<file path="config.mk">
export PLATFORM = sky130hd
export DESIGN_NAME = gan_batch_scheduler
export DESIGN_NICKNAME = d
export VERILOG_FILES = /design/src/rtl/gan_pkg.sv /design/src/rtl/gan_watchdog.sv /design/src/rtl/gan_batch_scheduler.sv
export SDC_FILE = /design/constraint.sdc
export NUM_CORES = 1
export LEC_CHECK = 0
export CAP_MARGIN = 20
export CORE_ASPECT_RATIO = 1.4
export CORE_MARGIN = 1
export CORE_UTILIZATION = 53
export DETAILED_ROUTE_END_ITERATION = 8
export GPL_TIMING_DRIVEN = 0
export PLACE_DENSITY = 0.8
export SETUP_SLACK_MARGIN = 0.4
export SYNTH_ARGS = -nofsm -noshare
export SYNTH_HDL_FRONTEND = slang
export SYNTH_SLANG_ARGS = --single-unit
</file>
<file path="constraint.sdc">
create_clock -name clk -period 3.3 [get_ports clk]
set_input_delay 0.66 -clock clk [delete_from_list [all_inputs] [get_ports clk]]
set_output_delay 0.66 -clock clk [all_outputs]
set_load 0.01 [all_outputs]
</file>
<file path="src/rtl/gan_pkg.sv">
// Shared constants for the GAN batch scheduler: FSM encodings, default watchdog
// limit and the score sign-extension helper.
package gan_pkg;

    localparam logic [2:0] ST_IDLE     = 3'd0;
    localparam logic [2:0] ST_LAUNCH   = 3'd1;
    localparam logic [2:0] ST_WAIT_RUN = 3'd2;
    localparam logic [2:0] ST_NEXT     = 3'd3;
    localparam logic [2:0] ST_FINISH   = 3'd4;

    localparam int unsigned DEFAULT_TIMEOUT_CYCLES = 32'd1000000;

    function automatic logic [31:0] sext_score(input logic [15:0] score);
        return {{16{score[15]}}, score};
    endfunction

endpackage

</file>
<file path="src/rtl/gan_watchdog.sv">
// Per-run watchdog: counts enabled cycles since the last clear and flags the
// cycle in which the LIMIT-th enabled cycle is reached.
module gan_watchdog
    import gan_pkg::*;
#(
    parameter int unsigned LIMIT = DEFAULT_TIMEOUT_CYCLES
) (
    input  logic clk,
    input  logic rst,
    input  logic clear,
    input  logic enable,
    output logic expired
);

    localparam int unsigned CNT_W = (LIMIT > 32'd1) ? $clog2(LIMIT) : 32'd1;
    localparam logic [CNT_W-1:0] LAST = CNT_W'(LIMIT - 32'd1);

    logic [CNT_W-1:0] cnt_r;

    // Cycle counter; holds at LAST so it never wraps while the FSM reacts.
    always_ff @(posedge clk) begin
        if (rst || clear) begin
            cnt_r <= {CNT_W{1'b0}};
        end else if (enable && (cnt_r != LAST)) begin
            cnt_r <= cnt_r + CNT_W'(1);
        end
    end

    assign expired = enable && (cnt_r == LAST);

endmodule

</file>
<file path="src/rtl/gan_batch_scheduler.sv">
// Batch scheduler for the GAN core: launches a configured number of runs,
// waits for run completion (and optionally frame drain), accumulates statistics.
module gan_batch_scheduler
    import gan_pkg::*;
#(
    parameter int          COUNT_WIDTH    = 16,
    parameter int unsigned TIMEOUT_CYCLES = DEFAULT_TIMEOUT_CYCLES,
    parameter bit          WAIT_DRAIN     = 1'b1
) (
    input  logic                   clk,
    input  logic                   rst,
    input  logic                   cmd_start,
    input  logic                   cmd_abort,
    input  logic [COUNT_WIDTH-1:0] cfg_run_count,
    output logic                   gan_start,
    input  logic                   gan_done,
    input  logic                   disc_fake_is_real,
    input  logic [15:0]            disc_fake_score,
    input  logic                   frame_drained,
    output logic                   busy,
    output logic                   batch_done,
    output logic                   timeout_err,
    output logic [COUNT_WIDTH-1:0] runs_completed,
    output logic [COUNT_WIDTH-1:0] fooled_count,
    output logic [31:0]            fake_score_sum,
    output logic [2:0]             state_dbg
);

    logic [2:0]             state_r;
    logic [2:0]             state_nxt_s;
    logic [COUNT_WIDTH-1:0] count_cfg_r;
    logic [COUNT_WIDTH-1:0] runs_r;
    logic [COUNT_WIDTH-1:0] fooled_r;
    logic [31:0]            sum_r;
    logic                   done_flag_r;
    logic                   drain_flag_r;
    logic                   gan_start_r;
    logic                   busy_r;
    logic                   batch_done_r;
    logic                   timeout_err_r;

    logic in_wait_s;
    logic live_wait_s;
    logic done_seen_s;
    logic drain_seen_s;
    logic run_end_s;
    logic take_done_s;
    logic timeout_hit_s;
    logic accept_start_s;
    logic wd_clear_s;
    logic wd_expired_s;

    // Pulses arriving in the current cycle count together with the latched flags.
    assign in_wait_s      = (state_r == ST_WAIT_RUN);
    assign live_wait_s    = in_wait_s && !cmd_abort;
    assign done_seen_s    = done_flag_r || gan_done;
    assign drain_seen_s   = drain_flag_r || frame_drained || (WAIT_DRAIN == 1'b0);
    assign run_end_s      = done_seen_s && drain_seen_s;
    assign take_done_s    = live_wait_s && gan_done && !done_flag_r;
    assign timeout_hit_s  = live_wait_s && !run_end_s && wd_expired_s;
    assign accept_start_s = (state_r == ST_IDLE) && cmd_start;
    assign wd_clear_s     = !in_wait_s;

    gan_watchdog #(
        .LIMIT (TIMEOUT_CYCLES)
    ) u_watchdog (
        .clk     (clk),
        .rst     (rst),
        .clear   (wd_clear_s),
        .enable  (in_wait_s),
        .expired (wd_expired_s)
    );

    // Next-state decode; abort outranks every other event outside IDLE.
    always_comb begin
        state_nxt_s = state_r;
        case (state_r)
            ST_IDLE: begin
                if (!cmd_start) begin
                    state_nxt_s = ST_IDLE;
                end else if (cfg_run_count == {COUNT_WIDTH{1'b0}}) begin
                    state_nxt_s = ST_FINISH;
                end else begin
                    state_nxt_s = ST_LAUNCH;
                end
            end
            ST_LAUNCH: begin
                if (cmd_abort) begin
                    state_nxt_s = ST_FINISH;
                end else begin
                    state_nxt_s = ST_WAIT_RUN;
                end
            end
            ST_WAIT_RUN: begin
                if (cmd_abort) begin
                    state_nxt_s = ST_FINISH;
                end else if (run_end_s) begin
                    state_nxt_s = ST_NEXT;
                end else if (wd_expired_s) begin
                    state_nxt_s = ST_FINISH;
                end else begin
                    state_nxt_s = ST_WAIT_RUN;
                end
            end
            ST_NEXT: begin
                if (cmd_abort) begin
                    state_nxt_s = ST_FINISH;
                end else if (runs_r == count_cfg_r) begin
                    state_nxt_s = ST_FINISH;
                end else begin
                    state_nxt_s = ST_LAUNCH;
                end
            end
            ST_FINISH: begin
                state_nxt_s = ST_IDLE;
            end
            default: begin
                state_nxt_s = ST_IDLE;
            end
        endcase
    end

    // State register and the outputs derived from the next state.
    always_ff @(posedge clk) begin
        if (rst) begin
            state_r     <= ST_IDLE;
            busy_r      <= 1'b0;
            gan_start_r <= 1'b0;
        end else begin
            state_r     <= state_nxt_s;
            busy_r      <= (state_nxt_s != ST_IDLE);
            gan_start_r <= (state_nxt_s == ST_LAUNCH);
        end
    end

    // Completion and drain flags live only while a run is outstanding.
    always_ff @(posedge clk) begin
        if (rst || !in_wait_s) begin
            done_flag_r  <= 1'b0;
            drain_flag_r <= 1'b0;
        end else begin
            done_flag_r  <= done_flag_r || gan_done;
            drain_flag_r <= drain_flag_r || frame_drained;
        end
    end

    // Batch statistics and sticky status flags.
    always_ff @(posedge clk) begin
        if (rst) begin
            count_cfg_r   <= {COUNT_WIDTH{1'b0}};
            runs_r        <= {COUNT_WIDTH{1'b0}};
            fooled_r      <= {COUNT_WIDTH{1'b0}};
            sum_r         <= 32'd0;
            batch_done_r  <= 1'b0;
            timeout_err_r <= 1'b0;
        end else begin
            if (accept_start_s) begin
                count_cfg_r <= cfg_run_count;
                runs_r      <= {COUNT_WIDTH{1'b0}};
                fooled_r    <= {COUNT_WIDTH{1'b0}};
                sum_r       <= 32'd0;
            end else if (take_done_s) begin
                runs_r   <= runs_r + COUNT_WIDTH'(1);
                fooled_r <= disc_fake_is_real ? (fooled_r + COUNT_WIDTH'(1)) : fooled_r;
                sum_r    <= sum_r + sext_score(disc_fake_score);
            end

            if ((state_nxt_s == ST_FINISH) && (state_r != ST_FINISH)) begin
                batch_done_r <= 1'b1;
            end else if (accept_start_s) begin
                batch_done_r <= 1'b0;
            end

            if (accept_start_s) begin
                timeout_err_r <= 1'b0;
            end else if (timeout_hit_s) begin
                timeout_err_r <= 1'b1;
            end
        end
    end

    assign gan_start      = gan_start_r;
    assign busy           = busy_r;
    assign batch_done     = batch_done_r;
    assign timeout_err    = timeout_err_r;
    assign runs_completed = runs_r;
    assign fooled_count   = fooled_r;
    assign fake_score_sum = sum_r;
    assign state_dbg      = state_r;

endmodule
</file>
# Yosys cells after proc, flatten, opt, wreduce, memory -nomap -nowiden
# Cells that the tools add are included.
# classes
addsub	4
n_eq_ne	9
muxes	11
reduce_logical	23
# op_table
cell	n
16-bit by 1-bit adder with 16-bit output, second input constant	2
32-bit adder	1
3-bit 2-to-1 mux	8
20-bit by 1-bit adder with 20-bit output, second input constant	1
20-bit equality test, second input constant	1
20-bit inequality test, second input constant	1
16-bit equality test	1
16-bit logical NOT	1
3-bit case mux with 4 select lines	1
1-bit logical AND	10
3-bit by 1-bit equality test with 1-bit output, second input constant	2
3-bit by 2-bit equality test with 1-bit output, second input constant	2
1-bit logical NOT	4
3-bit equality test, second input constant	1
3-bit logical NOT	1
1-bit logical OR	3
3-bit inequality test, second input constant	1
3-bit nonzero test	1
1-bit 2-to-1 mux	2
2-bit AND reduction	1
2-bit nonzero test	1
2-bit OR reduction	1
# totals
regBits	109
input_bits	39
output_inout_bits	71
elab_cells	59

# Longest topological paths before layout
# Gate-level depths: netlist (run 1).
# depth
ltp_word	9
mapped_depth	10

# Modules after synthesis
# A second synthesis (run 1) with hierarchy kept.
# hier_totals
hier_cells	785
area_unflattened_um2	6282.3
# by_module_without_submodules
mod	instances	cells_per_inst	area_each_um2	seq_area_each_um2
gan_batch_scheduler	1	656	5188.7	1781.7
gan_watchdog	1	129	1093.5	400.4

# Worst setup path after synthesis (run 1)
# No wires, ideal clock.
# synth_timing
path_type	input port to flip-flop
from	input port disc_fake_score[0]
to	register sum_r[24] (netlist: fake_score_sum[24])
setup_time_ns	0.127
arrival_time_ns	2.761
t_required_ns	3.173
path_slack_ns	0.412
cell_stages	10
path_buffers	0
cell_sequence	ha_1 -> inv_1 -> fa_1 -> nor2b_1 -> o31a_1 -> o32a_1 -> a31oi_1 -> o41ai_1 -> nor2_1 -> or3_1
# synth_via
elab_chain_cells	1
# synth_rtl
item	line_no	rtl
from (decl)	gan_batch_scheduler.sv:18	input logic [15:0] disc_fake_score,
32-bit adder	gan_batch_scheduler.sv:165	sum_r <= sum_r + sext_score(disc_fake_score);
to (signal assigned)	gan_batch_scheduler.sv:165	
to (decl)	gan_batch_scheduler.sv:34	logic [31:0] sum_r;
# No other way between the ends.
# A chain may end at the register's enable or synchronous reset.

# Final worst setup path (run 1)
# layout_timing
from	input port disc_fake_score[14]
to	register sum_r[31] (netlist: fake_score_sum[31])
# Same word-level chain as after synthesis.

==> results of run 1 <==
==> layout by cell type, fill, tap and decap left out, types with 4 or more instances in the layout <==
| cell type | count |
|---|---|
| a211oi_1 | 6 |
| a21o_1 | 13 |
| a21oi_1 | 77 |
| and2_1 | 6 |
| and3_1 | 10 |
| buf_4 | 16 |
| clkbuf_1 | 26 |
| clkbuf_16 | 9 |
| clkdlybuf4s50_1 | 104 |
| dfxtp_1 | 109 |
| ha_1 | 29 |
| ha_2 | 4 |
| inv_1 | 11 |
| nand2_1 | 116 |
| nand2b_1 | 6 |
| nand3_1 | 19 |
| nand4_1 | 23 |
| nor2_1 | 84 |
| nor2b_1 | 4 |
| nor3_1 | 13 |
| nor4_1 | 9 |
| o21a_1 | 7 |
| o21ai_0 | 42 |
| or3_1 | 15 |
| xnor2_1 | 17 |
| xor2_1 | 58 |
==> per-stage QoR <==
step           TNS (ns)  instances
6_report              0       1069
5_1_grt               0       1069
4_1_cts               0       1059
3_5_place_dp     -9.423       1038
3_3_place_gp     -9.018       1037
2_1_floorplan         0        785
==> final cells by class <==
| type | instances | area [um^2] |
|---|---|---|
| inverter | 13 | 48.80 |
| clock buffer | 9 | 225.2 |
| buffer | 33 | 141.4 |
| clock inverter | 6 | 57.56 |
| timing repair buffer | 125 | 1212 |
| sequential | 109 | 2182 |
| fill | 923 | 3301 |
| tap | 144 | 180.2 |
| multi-input combinational | 630 | 4048 |
==> state kept, by name, summed over array words and instances, names as in the netlist <==
| name | count |
|---|---|
| fooled_count | 16 |
| fake_score_sum | 32 |
| u_watchdog.cnt_r | 20 |
| runs_completed | 16 |
| done_flag_r | 1 |
| gan_start | 1 |
| count_cfg_r | 16 |
| batch_done | 1 |
| busy | 1 |
| state_dbg | 3 |
| drain_flag_r | 1 |
| timeout_err | 1 |
==> synthesized netlist by cell type, types with 7 or more instances <==
cell,instances
a21o_1,13
a21oi_1,79
and3_1,10
clkbuf_1,31
dfxtp_1,109
ha_1,34
inv_1,13
nand2_1,116
nand3_1,19
nand4_1,23
nor2_1,84
nor3_1,15
nor4_1,9
o21a_1,7
o21ai_0,44
or3_1,15
xnor2_1,17
xor2_1,58
==> worst min path at each step <==
stage | cells after the start | slack [ns] | end | start
after floorplan | 2 | 0.43 | drain_flag_r | drain_flag_r
after global placement | 2 | 0.45 | drain_flag_r | drain_flag_r
final | 2 | 0.47 | batch_done | batch_done
after detailed placement | 2 | 0.46 | drain_flag_r | drain_flag_r
after CTS | 2 | 0.47 | batch_done | batch_done
after global routing | 2 | 0.48 | batch_done | batch_done
==> cell families after synthesis <==
kind of cell	synth area share, %
fa+ha+maj	7.162
buf+inv	2.796
simple gates	25.33
mux	0.4828
compound gates	18.59
flops	35.08
xor+xnor	10.56
==> critical path, cell delays in order <==
cell             delay (ns)
clkdlybuf4s50_1        0.46
ha_2                   0.42
nand2_1                0.14
nor3_4                 0.28
nand4_1                0.24
a2111oi_4              0.47
nor3_1                 0.12
o311ai_1               0.31
o41ai_1                0.12
==> power breakdown <==
group	switching (mW)	internal (mW)	leakage, nW	total (mW)
logic	0.173	0.126	2.09	0.299
registers	0.0156	1.33	0.881	1.35
clock network	0.516	0.522	0.131	1.04
==> routing by layer <==
metal  part of all wire, %  GRT usage, %
met1                    41         32.56
met2                    51         53.37
met5                     0             0
met4                   3.2         13.76
met3                   5.0         4.895
==> timing repair <==
| item | CTS | global route |
|---|---|---|
| setup buffers | 6 | 10 |
| pin swaps | 9 | 10 |
| cloned | 0 | 0 |
| resized for setup | 36 | 22 |
| endpoints found under the setup margin | 26 | 37 |
==> flow_summary_export.csv, run 1 <==
group,metric,value,unit
grt,grt_max_degree,20,
pwr,max-vdd-ir-drop,246.3,uV
synth,ys_async_sr_fraction,0,%
synth,netlist.area_leader.share,35.08,%
floorplanning,die_area,12180,um^2
grt,grt_first_pass_wirelength,28030,um
clocking,cts_hold_buf,0,
worst_setup_path,r2r-start,"state_dbg[1]",
clocking,cts_buffers,9,
clocking,cts_buffer_depth,2,
worst_setup_path,crit_path_start_kind,"input pin",
synth,syn-cell-area,6220,um^2
placed_design,dp_hpwl,13290,um
worst_setup_path,rr_endpoint,"fake_score_sum[7]",
worst_setup_path,cp-startpoint,"disc_fake_score[14]",
route,drt-pass1-iter-count,7,
final_layout,diodes,0,
floorplanning,start_util,54.58,%
route,routed_wl,17800,um
worst_setup_path,worstSetupEndpoint,"fake_score_sum[31]",
floorplanning,ios,110,
worst_setup_path,end_kind,"flop",
synth,ys_seq_area_share,35.08,%
synth,syn_avg_cell_area,7.923,um^2
worst_hold_path,hp-class,"reg2reg",
sta,relSlewSlack,49.99,%
synth,ys_top_cells_by_area,"dfxtp_1, xor2_1, nand2_1",
floorplanning,die_w,93.56,um
final_layout,layout-drive-gt1-share,7.784,%
worst_setup_path,reg2regPathDepth,8,
sta,post-route-period-util,91.26,%
sta,fin_ws,0.2884,ns
outcome,status,"complete, no violations",
worst_setup_path,crit_required,3.51,ns
placed_design,gp_congestion,0.9641,
synth,ys_ff_latch,109,
sta,rsz0062_at_grt,"yes",
route,vias,6291,
grt,gr-total-overflow,0,
sta,fmax,332.0,MHz
route,wl_per_cell,16.65,um
worst_setup_path,crit_arrival,3.22,ns
synth,yosys_warnings,0,
final_layout,nets,995,
worst_setup_path,path_class,"in2reg",
final_layout,finish.instance_area,8095,um^2
synth,synth_cell_types,58,
pwr,power_leakage,3.107,nW
synth,synth_top_flop_cell,"dfxtp_1",
final_layout,areaGrowthSynthToFinish,30.15,%
floorplanning,dieHeight,130.2,um
clocking,clk_pin_slew,0.08,ns
sta,timing.hold.ws,0.4694,ns
clocking,cts.sinks,109,
synth,synth_edf_count,0,
sta,final_max_slew_viol_count,0,
synth,synth_nets,859,
route,vias_per_cell,5.885,
synth,syn_inst,785,
grt,grt_use_total,29.13,%
synth,synth_largest_area_cell,"dfxtp_1",
pwr,powerDensity,331.9,nW/um^2
worst_setup_path,critPathMaxFanout,8,
clocking,clockRootBuffer,"clkbuf_16",
sta,finalSetupViolCount,0,
clocking,cts_tree,"built",
final_layout,post-route-util,71.04,%
sta,tightest_slew,0.7398,ns
sta,skew,0.01036,ns
placed_design,place_ws,-1.279,ns
placed_design,placed_area,7491,um^2
floorplanning,rows,46,
route,drc,0,
job,cap_violations,0,
sta,finalHoldViolCount,0,
clocking,clkLatencyLatePin,0.35,ns
route,ant_nets,0,
placed_design,io_buffers,108,
grt,first_global_vias,6070,
clocking,htreeDepth,3,
sta,period_minus_slack,3.012,ns
worst_setup_path,ff2ff_setup_slack,0.55,ns
grt,antenna_found_initial,0,
floorplanning,core_area,11400,um^2
pwr,p_total,2.687,mW
route,drt_iter0_drc,287,
Power figures use the tool's default switching activity.
==> run 2: changes to the inputs <==
--- a/config.mk
+++ b/config.mk
@@ -5,13 +5,15 @@
 export SDC_FILE = /design/constraint.sdc
 export NUM_CORES = 1
 export LEC_CHECK = 0
+export ABC_AREA = 1
 export CAP_MARGIN = 20
 export CORE_ASPECT_RATIO = 1.4
 export CORE_MARGIN = 1
-export CORE_UTILIZATION = 53
+export CORE_UTILIZATION = 55
+export CTS_CLUSTER_SIZE = 24
 export DETAILED_ROUTE_END_ITERATION = 8
 export GPL_TIMING_DRIVEN = 0
-export PLACE_DENSITY = 0.8
+export PLACE_DENSITY = 0.81
 export SETUP_SLACK_MARGIN = 0.4
 export SYNTH_ARGS = -nofsm -noshare
 export SYNTH_HDL_FRONTEND = slang
==> flow_summary_export.csv, run 2 <==
group,metric,value,unit
worst_setup_path,critPathMaxFanout,5,
pwr,p_int,2.015,mW
final_layout,final_common_cell,"nand2_1",
pwr,power_leakage,3.989,nW
pwr,switching_share,27.06,%
floorplanning,core_area,12810,um^2
job,cap_violations,0,
synth,ys_seq_area_share,30.24,%
synth,ys_top_cells_by_area,"dfxtp_1, nand2_1, nor2_1",
sta,fin_setup_tns,0,ns
worst_setup_path,r2r-start,"fake_score_sum[0]",
synth,syn-cell-area,7217,um^2
grt,antenna_found_initial,0,
synth,synth_edf_count,0,
grt,grt_use_total,31.35,%
clocking,clk_pin_slew,0.07,ns
clocking,cts_buffers,9,
sta,finalSetupViolCount,0,
route,ant_nets,0,
pwr,combPwrFrac,12.1,%
worst_setup_path,path_class,"in2reg",
pwr,p_switching,0.7476,mW
final_layout,largest_reg_flops,32,
pwr,powerDensity,314.4,nW/um^2
route,vias_per_cell,5.431,
sta,finalHoldViolCount,0,
grt,grt_first_pass_wirelength,33580,um
route,drc,0,
final_layout,layout_common_cells,"nand2_1, nor2_1, inv_1",
route,routed_wl,20900,um
floorplanning,dieHeight,137.5,um
sta,relSlewSlack,55.65,%
synth,ys_ff_latch,109,
clocking,clockRootBuffer,"clkbuf_16",
worst_hold_path,hp-class,"reg2reg",
synth,synth_cell_types,46,
placed_design,place_ws,-0.2385,ns
outcome,status,"complete, no violations",
sta,post-route-period-util,85.27,%
clocking,post_cts_buffers,0,
clocking,htreeDepth,3,
floorplanning,ios,110,
sta,rsz0062_at_grt,"no",
sta,fin_ws,0.4861,ns
floorplanning,start_util,56.32,%
floorplanning,die_w,98.81,um
clocking,clkLatencyLatePin,0.36,ns
placed_design,io_buffers,109,
worst_setup_path,cp-startpoint,"disc_fake_score[0]",
route,wl_per_cell,14.65,um
synth,synthTopCellsByCount,"nand2_1, nor2_1, inv_1",
clocking,cts.sinks,109,
floorplanning,die_area,13590,um^2
final_layout,multiInputGateArea,4328,um^2
synth,synth_nets,1222,
synth,synth.most_common_cell,"nand2_1",
clocking,cts_hold_buf,0,
final_layout,seqCellArea,2182,um^2
synth,netlist.area_leader.share,30.24,%
sta,period_minus_slack,2.814,ns
placed_design,dp_hpwl,16410,um
worst_hold_path,hp-start,"batch_done",
pwr,seqPwrFrac,49.2,%
sta,skew,0.01066,ns
route,drt_iter0_drc,357,
placed_design,gp_congestion,0.9471,
clocking,cts_buffer_depth,2,
sta,fmax,355.4,MHz
final_layout,num-fill-cells,1189,
sta,tightest_slew,0.6653,ns
synth,ys_async_sr_fraction,0,%
final_layout,areaGrowthSynthToFinish,21.76,%
floorplanning,rows,49,
synth,syn_inst,1148,
synth,synth_top_flop_cell,"dfxtp_1",
worst_setup_path,end_kind,"flop",
grt,gr-total-overflow,0,
worst_setup_path,crit_path_start_kind,"input pin",
grt,grt_max_degree,19,
worst_setup_path,crit_required,3.55,ns
final_layout,diodes,0,
worst_setup_path,crit_arrival,3.07,ns
pwr,clkPwrFrac,38.7,%
sta,final_max_slew_viol_count,0,
synth,syn_avg_cell_area,6.287,um^2
synth,synth_largest_area_cell,"dfxtp_1",
pwr,max-vdd-ir-drop,279.4,uV
route,vias,7745,
clocking,cts_tree,"built",
final_layout,nets,1342,
clocking,cts_resized,1,
final_layout,post-route-util,68.58,%
route,drt-pass1-iter-count,4,
final_layout,layout-drive-gt1-share,3.614,%
grt,first_global_vias,7113,
synth,yosys_warnings,0,
==> run 2: final cells by class <==
type	count	area share, %
Timing Repair Buffer	109	12.36
Inverter	164	7.020
Multi-Input combinational cell	854	49.25
Sequential cell	109	24.83
Tap cell	153	2.179
Clock buffer	10	2.720
Buffer	21	1.139
Clock inverter	6	0.4984
==> run 2: logic make-up (layout without fill, tap and decap cells) <==
logic type / count (synthesis) / in the layout / share of synthesized area (%)
AND/OR/NAND/NOR: 603 / 603 / 35.61
buffers and inverters: 185 / 310 / 9.934
AO/OA/AOI/OAI: 174 / 174 / 12.95
flip-flops: 109 / 109 / 30.24
XOR/XNOR: 42 / 42 / 5.097
adder cells (fa/ha/maj): 35 / 35 / 6.172
==> run 2: worst paths after layout <==
check,to,slack (ns),cells past startpoint
worst max-delay path,fake_score_sum[26],0.49,16
worst min-delay path,batch_done,0.46,2
worst max register to register,fake_score_sum[26],0.88,15
worst min register to register,batch_done,0.46,2
==> run 2: critical path, stage by stage <==
cell and delay [ns]:
clkdlybuf4s50_1 0.50, ha_1 0.22, inv_1 0.09, fa_1 0.40, inv_1 0.12, nand3_1 0.09
nand2_2 0.14, nand2_1 0.06, nand2_1 0.15, nand2_1 0.07, nand2_1 0.16, nand3_1 0.12
nand3_1 0.11, nand3_1 0.08, nand2_1 0.07, inv_1 0.03
==> run 2: stage by stage <==
| step | cell area [um^2] | hold slack, ns | power [mW] | std cells |
|---|---|---|---|---|
| final | 8787 | 0.4551 | 2.763 | 1426 |
| after global routing | 8787 | 0.4833 | 2.878 | 1426 |
| after CTS | 8781 | 0.4628 | 2.780 | 1426 |
| after detailed placement | 8499 | 0.4443 | 1.721 | 1410 |
| after global placement | 8499 | 0.4471 | 1.716 | 1410 |
| after floorplan | 7217 | 0.4363 | 1.588 | 1148 |
==> run 2: power groups by stage <==
stage / clock network, mW / registers (mW) / logic (mW)
after floorplan: 0 / 1.39 / 0.197
after global placement: 0 / 1.39 / 0.325
after detailed placement: 0 / 1.39 / 0.330
after CTS: 1.09 / 1.36 / 0.332
after global routing: 1.14 / 1.36 / 0.373
final: 1.07 / 1.36 / 0.334
==> run 2: metal layers <==
metal / wire length (um) / global-route usage [%] / part of all wire (%) / vias to the layer above
met5: 0 / 0 / 0 / -
met4: 744 / 14.34 / 3.6 / 0
met3: 1136 / 5.479 / 5.4 / 52
met2: 10620 / 58.47 / 51 / 226
met1: 8398 / 34.45 / 40 / 3532
li1: - / - / - / 3935
==> RTL edit 1: new RTL, flow settings as in run 1 <==
The package constant `DEFAULT_TIMEOUT_CYCLES` goes from 32'd1000000 to 32'd500000.
--- a/src/rtl/gan_pkg.sv
+++ b/src/rtl/gan_pkg.sv
@@ -9,5 +9,5 @@
     localparam logic [2:0] ST_FINISH   = 3'd4;
 
-    localparam int unsigned DEFAULT_TIMEOUT_CYCLES = 32'd1000000;
+    localparam int unsigned DEFAULT_TIMEOUT_CYCLES = 32'd500000;
 
     function automatic logic [31:0] sext_score(input logic [15:0] score);
Behaviour: same outputs for any inputs over 4 cycles, from zero or initial values and one cycle with rst high; that may be too few to reach the edited logic, so the function may still have changed.
==> RTL edit 1 against run 1 <==
Sequential cell count decreased by 1; utilization rose by 1.7 points; hold slack improved by 1.8 ps; die area shrank 2.4%; critical path depth increased by 3; design area decreased by 1.4%; total power rose by 2.9%; wire length down 5.5%; combinational power shrank 3%; worst setup slack better by 150 ps; synthesized area shrank 2.4%; critical endpoint is now fake_score_sum[30]$_SDFFE_PP0P_; largest cell class unchanged; largest power group unchanged; highest routed layer unchanged.
==> RTL edit 1: results (changes against run 1) <==
status:
  status: "finished, final reports clean"
detailed_routing:
  drt_iter0_drc: 251  # -13%
  met1Wirelength_um: 6713  # -7.0%
  drt-pass1-iter-count: 5  # -2
  wl_met3_um: 750  # -15%
  wl_per_cell_um: 16.12  # -3.2%
logic_synthesis:
  ys_top_cells_by_count: "dfxtp_1, nand2_1, nor2_1"
  ys_ff_latch: 108  # -0.92%
  synth-compound-area-share: 0.1915  # +0.005629
  synth-xor-area-share: 0.1068  # +0.001170
  synthTopCellsByArea: "dfxtp_1, ha_1, nand2_1"
  synth-adder-area-share: 0.07339  # +0.001772
  ys_types: 62  # +6.9%
  yosys-mux-area-fraction: 0.003298  # -0.001530
power_and_ir_drop:
  pg_clk_mw: 1.14  # +9.6%
  p_sw_frac: 0.2573  # -0.004978
  ir_drop_mv: 0.2771  # +13%
  p_comb_mw: 0.290  # -3%
cts:
  cts_setup_buffers: 10  # +4
  post_cts_resized: 26  # -28%
layout:
  nonClkBufAreaFrac: 0.1703  # +0.003090
  num_antenna_cells: 1  # +1
  nNonClkInverters: 17  # +4
  sh_seq_area: 0.2708  # +0.001209
  fill_cells: 911  # -1.3%
  multi_input_area_share: 0.4901  # -0.009872
  nets: 970  # -2.5%
place:
  dp_worst_setup_slack_ps: -808.8  # +470.1 ps
  place.gp.congestion: 0.9349  # -3.0%
  dp_hpwl_um: 12320  # -7.3%
timing:
  min_period_over_period: 0.8674  # -0.04522
  finClkSkew_ps: 10.35  # -0.009300 ps
grt:
  grt_use_met2: 0.5294  # -0.004325
setup_path:
  ff2ff_path_depth: 11  # +3
  crit_start: "disc_fake_score[0]"
  r2r_slack_ps: 580  # +30 ps
  crit_end: "fake_score_sum[30]$_SDFFE_PP0P_"
  slowest_stage: "o41a_1"
  worstPathArrival_ps: 3110  # -110 ps
  path_max_fanout: 4  # -4
## RTL edit 1: cell types whose count changed in the layout (fill, tap and decap cells not counted), moves of 6 or more
cell             run 1  this run
xnor2_1             17        29
clkbuf_1            26        20
o21ai_0             42        28
a22o_1               0        10
inv_1               11        17
xor2_1              58        45
ha_4                 1         7
a31oi_1              3         9
nand2_1            116       104
## RTL edit 1: worst max-delay path: cells and delay by family
kind,cells,cell delay [ps]
buffers and inverters,2,290
and+or+nand+nor,1,160
xor gates and xnor gates,1,140
AOI/OAI and AO/OA,6,1310
adders and majority gates,2,550
## RTL edit 1: stage by stage
stage / area (sq um) / util / hold WS (ps)
2_1_floorplan: 6070 / - / 434.7
3_3_place_gp: 7337 / 0.6683 / 450.0
3_5_place_dp: 7337 / 0.6683 / 456.1
4_1_cts: 7790 / 0.7095 / 472.4
5_1_grt: 7985 / 0.7273 / 493.0
6_report: 7985 / 0.7273 / 471.2
==> RTL edit 2: new RTL, flow settings as in run 1 <==
Made on the original files. The output `busy` loses its register stage (`busy_r` becomes a continuous assignment).
--- a/src/rtl/gan_batch_scheduler.sv
+++ b/src/rtl/gan_batch_scheduler.sv
@@ -125,12 +125,12 @@
         if (rst) begin
             state_r     <= ST_IDLE;
-            busy_r      <= 1'b0;
             gan_start_r <= 1'b0;
         end else begin
             state_r     <= state_nxt_s;
-            busy_r      <= (state_nxt_s != ST_IDLE);
             gan_start_r <= (state_nxt_s == ST_LAUNCH);
         end
     end
+
+    assign busy_r = (state_nxt_s != ST_IDLE);
 
     // Completion and drain flags live only while a run is outstanding.
Check against the original RTL: not equivalent (Yosys sat finds a counterexample within 4 cycles, from zero or initial values and one cycle with rst high).
==> RTL edit 2 against run 1 <==
Total power rose by 4.5%; wire length fell by 0.19%; worst setup slack improved by 83 ps; clock power rose by 12%; first-iteration DRC count fell by 4.9%; design area rose by 2.1%; sequential cell count fell by 1; critical path type is now input pin to output pin; synthesized area rose by 1.2%.
==> RTL edit 2: results (changes against run 1) <==
place:
  placed_cell_area_sq_um: 7567  # +1.0%
  dp_hpwl_um: 12900  # -3.0%
  place.gp.congestion: 0.9019  # -6.5%
  io_buffers: 109  # +0.93%
grt:
  grt_pass1_vias: 6010  # -0.99%
  grt_use_total: 0.2807  # -0.01067
  grt_first_pass_wirelength_um: 27580  # -1.6%
power_and_ir_drop:
  leakagePower_nw: 3.136  # +0.93%
  p_sw_frac: 0.2592  # -0.003071
logic_synthesis:
  ys_types: 64  # +10%
  synth_nets: 868  # +1.0%
  ys_top_cells_by_count: "nand2_1, dfxtp_1, nor2_1"
timing:
  finClkSkew_ps: 7.843  # -2.519 ps
  maxSlewHeadroom: 0.4475  # -0.05237
setup_path:
  worstPathArrival_ps: 2270  # -950 ps
  r2r_slack_ps: 710  # +160 ps
  path_max_fanout: 2  # -6
detailed_routing:
  drt-pass1-iter-count: 5  # -2
  via_count: 6268  # -0.37%
  wl_per_cell_um: 16.46  # -1.1%
  drt_iter0_drc: 273  # -4.9%
layout:
  nets: 1004  # +0.90%
  fill_cells: 909  # -1.5%
  final_layout_size_suffix_gt1_frac: 0.1176  # +0.03981
status:
  status: "finished, final reports clean"
-- RTL edit 2: cell count changes in the layout (fill, tap and decap cells not counted), moves of 6 or more --
cell / run 1 / this run
nand4_1: 23 / 29
dfxtp_2: 0 / 15
nand3_1: 19 / 27
clkbuf_1: 26 / 16
dfxtp_1: 109 / 91
xor2_1: 58 / 40
xnor2_1: 17 / 30
-- RTL edit 2: worst max-delay path by stage --
stage / end / slack (ps) / cells past startpoint
final: busy / 370 / 6
after detailed placement: fake_score_sum[31]$_SDFFE_PP0P_ / -670 / 10
after global placement: fake_score_sum[31]$_SDFFE_PP0P_ / -610 / 10
after floorplan: fake_score_sum[24]$_SDFFE_PP0P_ / 500 / 10
after CTS: fake_score_sum[24]$_SDFFE_PP0P_ / 410 / 11
after global routing: busy / 340 / 8
-- RTL edit 2: what timing repair did --
action                                  in CTS  in global routing
hold buffers                                 0                  0
endpoints found under the setup margin      17                 16
endpoints found under the hold margin        0                  0
pin swaps                                   12                 20
resized for setup                           48                 44
setup buffers                                8                  8
-- RTL edit 2: cells by family after synthesis --
family,synth area share
AND/OR/NAND/NOR,0.2552
XOR/XNOR,0.1043
multiplexers,0.006757
adder cells (fa/ha/maj),0.07075
flip-flops,0.3434
AO/OA/AOI/OAI,0.1878
buffers and inverters,0.03180
-- RTL edit 2: layer usage --
metal	vias up	GRT usage	wire, um
met4	0	0.1014	426
met2	204	0.5213	9328
li1	3077	-	-
met1	2939	0.3177	7104
met5	-	0	0
met3	48	0.05035	902
-- RTL edit 2: area by class of cell --
class	instances	area (sq um)	area share
clock inverter	6	78.83	0.009534
timing repair buffer	125	1217	0.1472
inverter	17	63.81	0.007718
multi-input combinational	637	4143	0.5011
clock buffer	10	239.0	0.02890
tap	144	180.2	0.02179
sequential	108	2188	0.2647
buffer	32	157.7	0.01907
-- RTL edit 2: worst max-delay path, cell delays in order --
cell and delay, ps:
clkdlybuf4s50_1 440, nor4_1 300, nand4_1 210, a221oi_2 350, nand3_1 140, buf_2 170
-- RTL edit 2: power groups by stage --
stage,sequential [mW],combinational [mW],clock (mW)
floorplan,1.37,0.163,0
global placement,1.37,0.276,0
detailed placement,1.37,0.282,0
CTS,1.34,0.305,1.16
global route,1.34,0.344,1.22
finish,1.34,0.317,1.16
-- RTL edit 2: metrics by stage --
stage	hold WS (ps)	std cells	worst slack, ps	util	power [mW]
CTS	460.9	1071	410.8	0.7065	2.807
finish	462.3	1079	371.7	0.7219	2.809
floorplan	436.7	794	497.2	-	1.528
global route	478.9	1079	340.1	0.7219	2.897
detailed placement	449.7	1047	-667.7	0.6607	1.649
global placement	447.2	1047	-605.7	0.6607	1.642
